## config.mk

```make
export PLATFORM = sky130hd
export DESIGN_NAME = demultiplexor_tdm_1a4
export DESIGN_NICKNAME = d
export VERILOG_FILES = /design/src/rtl/demultiplexor_tdm_1a4.sv
export SDC_FILE = /design/constraint.sdc
export NUM_CORES = 1
export LEC_CHECK = 0
export BUFFER_PORTS_ARGS = -buffer_cell sky130_fd_sc_hd__buf_2
export CAP_MARGIN = 0
export CORE_ASPECT_RATIO = 0.8
export CORE_MARGIN = 2
export CORE_UTILIZATION = 58
export CTS_CLUSTER_DIAMETER = 60
export DETAILED_ROUTE_END_ITERATION = 16
export GPL_ROUTABILITY_DRIVEN = 0
export GPL_TIMING_DRIVEN = 0
export HOLD_SLACK_MARGIN = 0.02
export PLACE_DENSITY = 0.84
export SKIP_LAST_GASP = 1
export SLEW_MARGIN = 15
export SYNTH_ARGS = -nofsm -noshare
export SYNTH_HDL_FRONTEND = slang
export SYNTH_SLANG_ARGS = --single-unit
```

## constraint.sdc

```tcl
create_clock -name CLK -period 4 [get_ports CLK]
set_clock_uncertainty 0.1 [all_clocks]
set_input_delay 0 -clock CLK [delete_from_list [all_inputs] [get_ports CLK]]
set_output_delay 0 -clock CLK [all_outputs]
set_load 0.05 [all_outputs]
```

## src/rtl/demultiplexor_tdm_1a4.sv

```systemverilog
// Splits a 4-slot TDM beat stream back into four registered lanes, locking on the SYNC marker.
// Latency: lanes/FRAME_VALID/FRAME_CNT update on the edge that samples the slot-3 beat; ERR on the offending SYNC edge.
// Backpressure: none; every D_VALID beat is consumed the cycle it is presented.
module demultiplexor_tdm_1a4 #(
    parameter int WIDTH = 4,
    parameter int CNT_W = 8
) (
    input  logic             CLK,
    input  logic             RST,
    input  logic [WIDTH-1:0] D,
    input  logic             D_VALID,
    input  logic             SYNC,
    output logic [WIDTH-1:0] L0,
    output logic [WIDTH-1:0] L1,
    output logic [WIDTH-1:0] L2,
    output logic [WIDTH-1:0] L3,
    output logic [1:0]       SEL,
    output logic             LOCKED,
    output logic             FRAME_VALID,
    output logic             ERR,
    output logic [CNT_W-1:0] FRAME_CNT
);

    typedef enum logic {HUNT, LOCK} state_t;

    state_t           state;
    logic [WIDTH-1:0] s0, s1, s2;

    assign LOCKED = (state == LOCK);

    always_ff @(posedge CLK) begin
        if (RST) begin
            state       <= HUNT;
            SEL         <= 2'd0;
            s0          <= '0;
            s1          <= '0;
            s2          <= '0;
            L0          <= '0;
            L1          <= '0;
            L2          <= '0;
            L3          <= '0;
            FRAME_VALID <= 1'b0;
            ERR         <= 1'b0;
            FRAME_CNT   <= '0;
        end else begin
            FRAME_VALID <= 1'b0;
            ERR         <= 1'b0;
            if (D_VALID) begin
                case (state)
                    HUNT: begin
                        // Unsynchronised beats are dropped until the first marker.
                        if (SYNC) begin
                            s0    <= D;
                            SEL   <= 2'd1;
                            state <= LOCK;
                        end
                    end
                    LOCK: begin
                        if (SYNC && SEL != 2'd0) begin
                            // Marker inside a frame: drop the partial frame and restart at slot 1.
                            ERR <= 1'b1;
                            s0  <= D;
                            SEL <= 2'd1;
                        end else begin
                            case (SEL)
                                2'd0: s0 <= D;
                                2'd1: s1 <= D;
                                2'd2: s2 <= D;
                                default: begin
                                    L0          <= s0;
                                    L1          <= s1;
                                    L2          <= s2;
                                    L3          <= D;
                                    FRAME_VALID <= 1'b1;
                                    FRAME_CNT   <= FRAME_CNT + CNT_W'(1);
                                end
                            endcase
                            SEL <= SEL + 2'd1;
                        end
                    end
                    default: state <= HUNT;
                endcase
            end
        end
    end

endmodule
```

==> out/metrics.csv <==
metric,value,unit
maxCapViolations,0,
final_nets,270,
root_buffer,clkbuf_8,
fill_cells,261,
drt_iter0_drc,95,
overflow,0,
crit_chain,inv_1 -> ha_1 -> a21o_1 -> nand3_1 -> dlygate4sd3_1 -> a21oi_1,
synthSimpleGateAreaFrac,19.1,%
status,"finished, final reports clean",
ios,37,
leakagePower,0.867,nW
synth_top_area_share,44.3,%
syn-num-nets,222,
synth_top_family_by_area,compound AO/OA/AOI/OAI gates,
grtUsageTotal,27.9,%
synth_adder_area_share,3.38,%
die-area,3660,sq um
cts.repair.resized,0,
area_growth,21.1,%
multi_input_area,892,sq um
die-height,54.5,um
period_needed,1960,ps
critPathKind,flop to flop,
drt-total-wl,4720,um
avgSynthCellArea,8.86,sq um
initial_core_util,60.5,%
critPathCaptureType,flop,
finalHoldViolCount,0,
synth_area,1850,sq um
pre_cts_ws,2160,ps
grt_pass1_wl,7470,um
crit_path_start_kind,flop,
routed_via_density,6.21,
worstSkewPairLatency,300,ps
clock.fmax,510,MHz
ctsHtreeMaxLevel,2,
synth_mux_area_share,2.43,%
num_rows,18,
antenna_found_initial,0,
power.total,0.791,mW
worstPathArrival,2050,ps
cp_max_fo,5,
placed_cell_area,2070,sq um
cts_tree,built,
cts_buffer_depth,2,
vias,1850,
cp_slowest_cell,dlygate4sd3_1,
synth_xor_area_share,0,%
critPathMaxStageDelay,560,ps
drive_above_1_share,24.8,%
netlist_top_cells_area,"dfxtp_1, o31ai_1, nand4_1",
postCtsSetupBuffers,0,
port_buffers,34,
die_x,67.2,um
fin_ws,2040,ps
path_clk_slew,80,ps
slew_headroom,66.5,%
rsz0062_at_grt,false,
slew_viol_final,0,
yosysUniqueCellTypes,26,
drc,0,
synth_compound_area_share,23.3,%
wl_per_cell,15.8,um
fin_tns_setup,0,ps
power.density,353,nW/um^2
tightest_slew,502,ps
ant_nets,0,
finalInstanceArea,2240,sq um
clock_sinks,41,
yosysSeqAreaShare,44.3,%
register_area,821,sq um
synth_top_cell_by_area,dfxtp_1,
cp.required,4090,ps
dp_hpwl,3120,um
yosys_warnings,0,
post-route-period-util,49.0,%
min_path_type,input pin to flop,
diodes,0,
synth_cells,209,
grt_pass1_vias,1618,
synth-seq-cells,41,
first_pass_iters,5,
cts_buffers,5,
grt_max_degree,13,
ir_worst_vdd,272,uV
core,3060,sq um
setup_viol,0,
## power by group
part / switching [mW] / internal, mW / leakage, nW
Sequential: 0.00405 / 0.412 / 0.331
Clock: 0.143 / 0.156 / 0.0542
Combinational: 0.0526 / 0.0229 / 0.482
## state kept, by name, summed over array words and instances (netlist names), 2 cells and up
name,cells
s1,4
L3,4
s2,4
L1,4
L0,4
FRAME_CNT,8
L2,4
s0,4
SEL,2
## cells by family after synthesis
group	Yosys count
flip-flops	41
buffers and inverters	29
adder cells (fa/ha/maj)	5
multiplexers	4
AND/OR/NAND/NOR	59
AO/OA/AOI/OAI	71
## worst max-delay path: cells and delay by family, from the launching register on
kind                     cells  cell delay, ps
AO/OA/AOI/OAI                2             300
AND/OR/NAND/NOR              1             100
adder cells (fa/ha/maj)      1             270
buffers and inverters        2             660
flip-flops                   1             420
## cell usage in the layout (no fill, tap or decap), types with 2 or more instances in the layout
cell / n
a21oi_1: 35
buf_1: 2
buf_2: 49
clkbuf_1: 4
clkbuf_8: 7
dfxtp_1: 41
dlygate4sd3_1: 7
ha_1: 5
inv_1: 6
mux2_2: 4
nand2_1: 3
nand3_1: 4
nand4_1: 30
nor2_1: 6
nor2b_1: 4
nor4_1: 4
o21ai_0: 6
o31ai_1: 28
or4_1: 3
## worst paths after layout
kind	start	to	slack, ps	cells after the start
hold reg to reg	L2[2]	L2[2]	370	2
setup / recovery	SEL[0]	s0[0]	2040	6
hold / removal	RST	FRAME_CNT[7]	60	3
setup reg to reg	SEL[0]	s0[0]	2040	6
## layout make-up
cell class                 count  share of cell area, %
multi-input combinational    139                   39.8
sequential                    41                   36.6
clock inverter                 1                  0.223
buffer                        23                   5.19
inverter                       6                   1.00
clock buffer                   7                   4.29
tap                           40                   2.23
timing repair buffer          41                   10.7
## timing repair
item                       4_1_cts  5_1_grt
setup endpoints to repair        0        0
hold endpoints to repair        17        0
hold buffers                     7        0
## per-stage QoR
step	hold WS [ps]	util (%)	cells
floorplan	44.7	-	209
global placement	204	67.6	283
detailed placement	208	67.6	283
CTS	62.3	73.2	298
global route	119	73.2	298
finish	58.1	73.2	298
## cell usage after synthesis
cell	number
dfxtp_1	41
a21oi_1	35
nand4_1	30
o31ai_1	28
buf_2	15
inv_1	6
nor2_1	6
o21ai_0	6
ha_1	5
clkbuf_1	4
mux2_2	4
nand3_1	4
nor2b_1	4
nor4_1	4
nand2_1	3
or4_1	3
buf_1	2
a21o_1	1
a32oi_1	1
and2_1	1
buf_4	1
buf_6	1
nand2b_1	1
nor2b_4	1
nor3_1	1
or2b_1	1
## per-layer routing
layer | vias up | GRT usage, % | wire length, um
met3 | 12 | 10.3 | 340
met1 | 877 | 35.0 | 2100
met4 | 0 | 7.48 | 87
li1 | 886 | - | -
met2 | 75 | 45.7 | 2190
met5 | - | 0 | 0
Note: power is estimated with default switching activity, not from simulation.
